$ cat config.mk
export PLATFORM = sky130hd
export DESIGN_NAME = dcf77_clock_flat
export DESIGN_NICKNAME = d
export VERILOG_FILES = /design/src/rtl/dcf77_clock_if.sv /design/src/rtl/dcf77_clock.sv /design/src/flat_wrapper.sv
export SDC_FILE = /design/constraint.sdc
export NUM_CORES = 1
export LEC_CHECK = 0
export CAP_MARGIN = 15
export CORE_MARGIN = 10
export CORE_UTILIZATION = 49
export DETAILED_ROUTE_END_ITERATION = 12
export PLACE_DENSITY_LB_ADDON = 0.05
export SLEW_MARGIN = 20
export SYNTH_ARGS = -nofsm -noshare
export SYNTH_HDL_FRONTEND = slang
export SYNTH_SLANG_ARGS = --single-unit
$ cat constraint.sdc
create_clock -name clk -period 3.35 [get_ports clk]
set_input_delay 0.8375 -clock clk [delete_from_list [all_inputs] [get_ports clk]]
set_output_delay 0.8375 -clock clk [all_outputs]
set_load 0.05 [all_outputs]
$ cat src/rtl/dcf77_clock_if.sv
// Bundle between the DCF77 frame receiver and the free-running calendar clock.
// The receiver side (master) supplies the tick enable and validated frame;
// the clock side (slave) returns the BCD time/date and lock status.
interface dcf77_clock_if;
  logic        clk_en;
  logic [58:0] data_hold;
  logic        sync;
  logic [6:0]  sec_bcd;
  logic [6:0]  min_bcd;
  logic [5:0]  hour_bcd;
  logic [5:0]  day_bcd;
  logic [2:0]  wday;
  logic [4:0]  month_bcd;
  logic [7:0]  year_bcd;
  logic        sec_tick;
  logic        time_valid;
  logic        locked;

  modport master (
    output clk_en, data_hold, sync,
    input  sec_bcd, min_bcd, hour_bcd, day_bcd, wday, month_bcd, year_bcd,
    input  sec_tick, time_valid, locked
  );

  modport slave (
    input  clk_en, data_hold, sync,
    output sec_bcd, min_bcd, hour_bcd, day_bcd, wday, month_bcd, year_bcd,
    output sec_tick, time_valid, locked
  );
endinterface

$ cat src/rtl/dcf77_clock.sv
// BCD time/date keeper behind the DCF77 receiver. Each sync strobe loads the
// decoded frame; between syncs the clock free-runs from the 10 ms tick with
// full calendar carry, and a holdover counter drops 'locked' after too many
// minutes without a fresh frame.
module dcf77_clock #(
  parameter int TICKS_PER_SEC = 100,
  parameter int HOLDOVER_MIN  = 1440
) (
  input  logic          clk,
  input  logic          reset,
  dcf77_clock_if.slave  bus
);

  localparam int PS_W = (TICKS_PER_SEC > 1) ? $clog2(TICKS_PER_SEC) : 1;
  localparam int HO_W = $clog2(HOLDOVER_MIN + 1);
  localparam logic [PS_W-1:0] PS_LAST = PS_W'(TICKS_PER_SEC - 1);
  localparam logic [HO_W-1:0] HO_MAX  = HO_W'(HOLDOVER_MIN);

  // Two-digit BCD increment; callers handle their own field wrap values.
  function automatic logic [7:0] bcd_inc(input logic [7:0] v);
    logic [7:0] r;
    if (v[3:0] == 4'd9) begin
      r = {v[7:4] + 4'd1, 4'd0};
    end else begin
      r = {v[7:4], v[3:0] + 4'd1};
    end
    return r;
  endfunction

  // Leap year straight from BCD digits: a multiple of 4 within 00..99.
  function automatic logic is_leap(input logic [7:0] y);
    logic tens_even;
    logic u048;
    logic u26;
    tens_even = ~y[4];
    u048 = (y[3:0] == 4'd0) || (y[3:0] == 4'd4) || (y[3:0] == 4'd8);
    u26  = (y[3:0] == 4'd2) || (y[3:0] == 4'd6);
    return (tens_even && u048) || (!tens_even && u26);
  endfunction

  // Last day of the month in BCD.
  function automatic logic [7:0] last_day(input logic [4:0] m, input logic [7:0] y);
    logic [7:0] r;
    case (m)
      5'h01, 5'h03, 5'h05, 5'h07, 5'h08, 5'h10, 5'h12: r = 8'h31;
      5'h04, 5'h06, 5'h09, 5'h11:                      r = 8'h30;
      5'h02:   r = is_leap(y) ? 8'h29 : 8'h28;
      default: r = 8'h31;
    endcase
    return r;
  endfunction

  logic [6:0]      sec_q,   sec_d;
  logic [6:0]      min_q,   min_d;
  logic [5:0]      hour_q,  hour_d;
  logic [5:0]      day_q,   day_d;
  logic [2:0]      wday_q,  wday_d;
  logic [4:0]      month_q, month_d;
  logic [7:0]      year_q,  year_d;
  logic [PS_W-1:0] prescale_q, prescale_d;
  logic [HO_W-1:0] hold_q,  hold_d;
  logic            sec_tick_q, sec_tick_d;
  logic            time_valid_q, time_valid_d;
  logic            locked_q, locked_d;

  logic [7:0]      sec_inc_s, min_inc_s, hour_inc_s, day_inc_s, month_inc_s, year_inc_s;
  logic [7:0]      last_day_s;
  logic [HO_W-1:0] hold_inc_s;
  logic            unused_bits_s;

  assign sec_inc_s   = bcd_inc({1'b0, sec_q});
  assign min_inc_s   = bcd_inc({1'b0, min_q});
  assign hour_inc_s  = bcd_inc({2'b00, hour_q});
  assign day_inc_s   = bcd_inc({2'b00, day_q});
  assign month_inc_s = bcd_inc({3'b000, month_q});
  assign year_inc_s  = bcd_inc(year_q);
  assign last_day_s  = last_day(month_q, year_q);
  assign hold_inc_s  = (hold_q == HO_MAX) ? hold_q : hold_q + HO_W'(1);

  // Frame bits carrying markers/parity and always-zero high digits are not needed here.
  assign unused_bits_s = ^{bus.data_hold[20:0], bus.data_hold[28], bus.data_hold[35],
                           bus.data_hold[58], sec_inc_s[7], min_inc_s[7], hour_inc_s[7:6],
                           day_inc_s[7:6], month_inc_s[7:5]};

  // Next-state: sync load has priority over the prescaler wrap and its carry chain.
  always_comb begin
    sec_d        = sec_q;
    min_d        = min_q;
    hour_d       = hour_q;
    day_d        = day_q;
    wday_d       = wday_q;
    month_d      = month_q;
    year_d       = year_q;
    prescale_d   = prescale_q;
    hold_d       = hold_q;
    sec_tick_d   = 1'b0;
    time_valid_d = time_valid_q;
    locked_d     = locked_q;
    if (bus.clk_en) begin
      if (bus.sync) begin
        sec_d        = 7'h00;
        min_d        = bus.data_hold[27:21];
        hour_d       = bus.data_hold[34:29];
        day_d        = bus.data_hold[41:36];
        wday_d       = bus.data_hold[44:42];
        month_d      = bus.data_hold[49:45];
        year_d       = bus.data_hold[57:50];
        prescale_d   = '0;
        hold_d       = '0;
        sec_tick_d   = 1'b1;
        time_valid_d = 1'b1;
        locked_d     = 1'b1;
      end else if (prescale_q == PS_LAST) begin
        prescale_d = '0;
        sec_tick_d = 1'b1;
        if (sec_q == 7'h59) begin
          sec_d  = 7'h00;
          hold_d = hold_inc_s;
          if (hold_inc_s == HO_MAX) begin
            locked_d = 1'b0;
          end else begin
            locked_d = locked_q;
          end
          if (min_q == 7'h59) begin
            min_d = 7'h00;
            if (hour_q == 6'h23) begin
              hour_d = 6'h00;
              wday_d = (wday_q == 3'd7) ? 3'd1 : wday_q + 3'd1;
              if ({2'b00, day_q} == last_day_s) begin
                day_d = 6'h01;
                if (month_q == 5'h12) begin
                  month_d = 5'h01;
                  year_d  = (year_q == 8'h99) ? 8'h00 : year_inc_s;
                end else begin
                  month_d = month_inc_s[4:0];
                end
              end else begin
                day_d = day_inc_s[5:0];
              end
            end else begin
              hour_d = hour_inc_s[5:0];
            end
          end else begin
            min_d = min_inc_s[6:0];
          end
        end else begin
          sec_d = sec_inc_s[6:0];
        end
      end else begin
        prescale_d = prescale_q + PS_W'(1);
      end
    end else begin
      sec_tick_d = 1'b0;
    end
  end

  // State registers with synchronous reset to 00:00:00 Mon 01.01.00, unlocked.
  always_ff @(posedge clk) begin
    if (reset) begin
      sec_q        <= 7'h00;
      min_q        <= 7'h00;
      hour_q       <= 6'h00;
      day_q        <= 6'h01;
      wday_q       <= 3'd1;
      month_q      <= 5'h01;
      year_q       <= 8'h00;
      prescale_q   <= '0;
      hold_q       <= '0;
      sec_tick_q   <= 1'b0;
      time_valid_q <= 1'b0;
      locked_q     <= 1'b0;
    end else begin
      sec_q        <= sec_d;
      min_q        <= min_d;
      hour_q       <= hour_d;
      day_q        <= day_d;
      wday_q       <= wday_d;
      month_q      <= month_d;
      year_q       <= year_d;
      prescale_q   <= prescale_d;
      hold_q       <= hold_d;
      sec_tick_q   <= sec_tick_d;
      time_valid_q <= time_valid_d;
      locked_q     <= locked_d;
    end
  end

  assign bus.sec_bcd    = sec_q;
  assign bus.min_bcd    = min_q;
  assign bus.hour_bcd   = hour_q;
  assign bus.day_bcd    = day_q;
  assign bus.wday       = wday_q;
  assign bus.month_bcd  = month_q;
  assign bus.year_bcd   = year_q;
  assign bus.sec_tick   = sec_tick_q;
  assign bus.time_valid = time_valid_q;
  assign bus.locked     = locked_q;

endmodule

$ cat src/flat_wrapper.sv
// flat-port wrapper written by rule: the top's interface ports become plain ports
module dcf77_clock_flat 
#(
  parameter int TICKS_PER_SEC = 100,
  parameter int HOLDOVER_MIN  = 1440
)
  (clk, reset, bus_clk_en, bus_data_hold, bus_sync, bus_sec_bcd, bus_min_bcd, bus_hour_bcd, bus_day_bcd, bus_wday, bus_month_bcd, bus_year_bcd, bus_sec_tick, bus_time_valid, bus_locked);
  dcf77_clock_if bus_i ();
  input  logic clk;
  input  logic reset;
  input wire logic [$bits(bus_i.clk_en)-1:0] bus_clk_en;
  input wire logic [$bits(bus_i.data_hold)-1:0] bus_data_hold;
  input wire logic [$bits(bus_i.sync)-1:0] bus_sync;
  output wire logic [$bits(bus_i.sec_bcd)-1:0] bus_sec_bcd;
  output wire logic [$bits(bus_i.min_bcd)-1:0] bus_min_bcd;
  output wire logic [$bits(bus_i.hour_bcd)-1:0] bus_hour_bcd;
  output wire logic [$bits(bus_i.day_bcd)-1:0] bus_day_bcd;
  output wire logic [$bits(bus_i.wday)-1:0] bus_wday;
  output wire logic [$bits(bus_i.month_bcd)-1:0] bus_month_bcd;
  output wire logic [$bits(bus_i.year_bcd)-1:0] bus_year_bcd;
  output wire logic [$bits(bus_i.sec_tick)-1:0] bus_sec_tick;
  output wire logic [$bits(bus_i.time_valid)-1:0] bus_time_valid;
  output wire logic [$bits(bus_i.locked)-1:0] bus_locked;
  assign bus_i.clk_en = bus_clk_en;
  assign bus_i.data_hold = bus_data_hold;
  assign bus_i.sync = bus_sync;
  assign bus_sec_bcd = bus_i.sec_bcd;
  assign bus_min_bcd = bus_i.min_bcd;
  assign bus_hour_bcd = bus_i.hour_bcd;
  assign bus_day_bcd = bus_i.day_bcd;
  assign bus_wday = bus_i.wday;
  assign bus_month_bcd = bus_i.month_bcd;
  assign bus_year_bcd = bus_i.year_bcd;
  assign bus_sec_tick = bus_i.sec_tick;
  assign bus_time_valid = bus_i.time_valid;
  assign bus_locked = bus_i.locked;
  dcf77_clock #(.TICKS_PER_SEC(TICKS_PER_SEC), .HOLDOVER_MIN(HOLDOVER_MIN)) u_core (.clk(clk), .reset(reset), .bus(bus_i));
endmodule
==> summary by stage <==
Synthesis
The mapped netlist covers a little under 4000 µm². The number of cells produced by synthesis is 494. The async set-reset flop share out of synthesis is 0.

The most common flop cell mapped by yosys is dfxtp_1. The Yosys step of the flow raised 0 warnings. The synthesized flop and latch total is 63. The net count after synthesis is ~580.

Of the synthesized area, sequential elements account for 0.322. The number of enable-type register cells in the synthesized netlist is 0. The netlist uses 68 different library cells. The mean instance size in the synthesized netlist is 7.92 µm².

Die
Row generation in the floorplan step produced 32 rows. The standard cell core area is between 7000 and 8000 µm². The floorplan die area is around 12,000 µm². The overall die height is 109 µm. about 110 I/O pins were placed. For this configuration, the core starts out at a cell density of 0.506. The die is between 100 and 150 µm wide.

Setup path
STA puts the critical path data required time at between 3 and 4 ns. Traced cell by cell, the critical path runs through or4b_1 > nor4_4 > nand4_1 > nor2b_1 > mux2_2. Across all register-to-register paths, the minimum setup slack is between 0.5 and 0.6 ns. The kind of start point of the critical path is a flip-flop.

In this run the worst setup path begins at u_core.prescale_q[2]. STA classifies the critical path endpoint as a flip-flop. For the worst setup path, the data arrival time is 3.11 ns. The endpoint identified for the worst register-to-register timing path is u_core.hold_q[0].

The number of cells on the critical path is 5. The number of cells on the worst reg-to-reg path is 5. In this run the worst path has a maximum fanout of 18. The slowest stage of the critical path belongs to the cell nand4_1. The most critical setup path has its endpoint at u_core.hold_q[0]. Together, buffers and inverters on the worst path number 0. The biggest cell delay along the critical path is between 0.6 and 0.7 ns. The origin of the critical flop-to-flop path is u_core.prescale_q[2]. On the critical path the largest part of the delay comes from simple AND/OR/NAND/NOR gates.

The class of the most critical setup path is reg -> reg.

Timing
The count of final setup violators is 0. The setup TNS is 0 ns. Setup repair after global routing left no endpoint under its margin. The number of hold violations in the final report is 0. For the pin with the worst max-slew slack, the measured transition is 0.748 ns. The maximum clock rate is 355 MHz. The final cycle utilization of the critical path is 0.840. The post-route clock skew is approximately 0.0063 ns. The final count of pins violating max slew came to 0. The clock period could shrink to roughly 2.8 ns. The worst hold margin is slightly below 0.5 ns. The max-slew headroom at the worst pin is 0.500.

Placed design
In this run the tool buffered the top-level ports with just over 80 buffer cells. The final weighted congestion in routability-driven placement is roughly 0.86. The half-perimeter wire length after detailed placement is just over 8000 µm.

Global route
The initial antenna violation count is 0. The total overflow left after global routing is 0. The first global-routing pass estimated between 15,000 and 20,000 µm of wire.

The via count of the first global-routing pass is between 3,000 and 4,000. The maximum number of pins on one net before global-route repair is 59. Across every metal layer, demand over resource in global routing totals 0.190.

Finish
The fraction of final layout cells with drive strength greater than 1 is 0.0674. The final core utilization is 0.650. After the last flow step, the layout net total stands at roughly 660. Across the whole layout, storage elements account for between 1000 and 1500 µm². The total of fill cells in the finished design is between 600 and 700. The layout overhead on the synthesized area is 28.4%. Summing all multi-input logic gate instances after layout gives 2460 µm². 0 antenna diodes ended up in the layout.

Clock network
The number of buffers on the longest clock path is 2. The number of buffers added to fix hold violations after cts is 0. After clock tree synthesis, the clock-pin slew on the worst setup and hold paths is 0.07 ns. The CTS tree is yes.

The clock tree root driver cell is clkbuf_8. The clock reaches the later pin of the worst-skew pair after approximately 0.34 ns. Clock tree synthesis found a total of between 60 and 70 sinks. The number of buffers created by CTS is 9.

The H-tree was split into 3 levels. The number of buffers added for setup after CTS is 0. Post-CTS repair changed the size of 0 cells.

Worst hold path
The path category of the worst min-delay check is reg -> reg.

Routing
The number of vias in the routed layout is ~4,000. The initial DRC count is approximately 230. The wire length per cell is about 16 µm. The residual antenna-violating net count after detailed routing is 0. The first detailed-routing pass took 5 iterations. The number of vias per cell is 5.85. The DRC violation count after routing is 0.

For this block, the routed nets add up to 11,200 µm of wire.

Power
The standby leakage power is roughly 1.8 nW. For this design the ratio of total power to cell area is 357 nW/µm². The worst-case IR drop observed on VDD is around 0.00023 V.

Job
The max-cap violation count is 0.

Run status
The flow ran to the end, and the final reports show no timing, DRC or antenna violations.
## flip-flops by register name, indices dropped and copies added (netlist names)
register and count:
u_core.bus.year_bcd 8, u_core.bus.month_bcd 5, u_core.hold_q 11, u_core.bus.sec_bcd 7
u_core.bus.wday 3, u_core.bus.day_bcd 6, u_core.bus.locked 1, u_core.bus.sec_tick 1
u_core.bus.hour_bcd 6, u_core.bus.time_valid 1, u_core.bus.min_bcd 7, u_core.prescale_q 7
## kinds of logic (layout without fill, tap and decap cells)
family / Yosys count / count (layout) / synth area share
xor+xnor: 15 / 15 / 0.0336
compound gates: 142 / 142 / 0.244
fa+ha+maj: 18 / 18 / 0.0576
simple gates: 207 / 207 / 0.280
flops: 63 / 63 / 0.322
buf+inv: 44 / 129 / 0.0492
mux: 5 / 5 / 0.0134
## cells in the mapped netlist, types with 4 or more instances
cell type	number	area share
a211oi_1	18	0.035
a21oi_1	32	0.041
a221oi_1	4	0.0090
a31oi_1	9	0.014
and3_1	7	0.011
buf_2	4	0.0051
clkbuf_1	16	0.015
dfxtp_1	63	0.32
ha_1	18	0.058
inv_1	18	0.017
nand2_1	47	0.045
nand2b_1	7	0.011
nand3_1	20	0.026
nand3b_1	6	0.012
nand4_1	8	0.013
nor2_1	49	0.047
nor2b_1	12	0.019
nor3_1	17	0.022
nor3b_1	6	0.012
nor4_1	5	0.0080
o21ai_0	14	0.018
o21ai_1	19	0.024
o31ai_1	11	0.021
o41ai_1	4	0.0090
xnor2_1	8	0.018
xor2_1	7	0.016
## worst min-delay path by stage
stage	startpoint	end	slack [ns]	cells after the start
3_5_place_dp	u_core.bus.time_valid	u_core.bus.time_valid	0.47	2
3_3_place_gp	u_core.bus.time_valid	u_core.bus.time_valid	0.46	2
4_1_cts	u_core.bus.time_valid	u_core.bus.time_valid	0.50	2
5_1_grt	u_core.bus.time_valid	u_core.bus.time_valid	0.55	2
2_1_floorplan	u_core.prescale_q[1]	u_core.prescale_q[1]	0.46	2
6_report	u_core.bus.time_valid	u_core.bus.time_valid	0.49	2
## worst min-delay path, cell delays in order (launching register included)
cell     delay, ns
dfxtp_1       0.33
nor2_1        0.05
nor2_1        0.08
## layout make-up
cell class,instances,share of cell area
multi-input cells,387,0.491
flip-flops and latches,63,0.251
repair buffers,94,0.183
clock buffers,13,0.0316
well taps,102,0.0254
inverters,19,0.0142
clock inverters,3,0.00349
## report_power, final
group,internal [mW],switching [mW]
Clock,0.307,0.303
Sequential,0.775,0.0379
Combinational,0.151,0.219
## placed cells by master, fill, tap and decap left out, types with 11 or more instances in the layout
| master | count |
|---|---|
| o31ai_1 | 11 |
| nor2_1 | 49 |
| inv_1 | 18 |
| a21oi_1 | 32 |
| o21ai_1 | 19 |
| nand3_1 | 20 |
| nor3_1 | 17 |
| nand2_1 | 47 |
| a211oi_1 | 18 |
| dfxtp_1 | 63 |
| clkbuf_8 | 11 |
| ha_1 | 18 |
| nor2b_1 | 12 |
| clkdlybuf4s50_1 | 82 |
| o21ai_0 | 14 |
## layer usage
layer  vias up  GRT usage  share of wire  wire length, µm
li1       1981          -              -                -
met1      1867      0.233           0.42             4740
met2       123      0.315           0.49             5470
met3        16     0.0568          0.079              887
met4         0     0.0586          0.011              122
met5         -          0              0                0
## through the flow
stage          std cells  instance area [µm²]  power (mW)  setup WS, ns
2_1_floorplan        494                 3910        1.05         0.674
3_3_place_gp         665                 4850        1.19         0.575
3_5_place_dp         665                 4850        1.20         0.533
4_1_cts              681                 5020        1.81         0.552
5_1_grt              681                 5020        1.88         0.339
6_report             681                 5020        1.79         0.536
No activity file was read; power rests on OpenSTA's default activity.
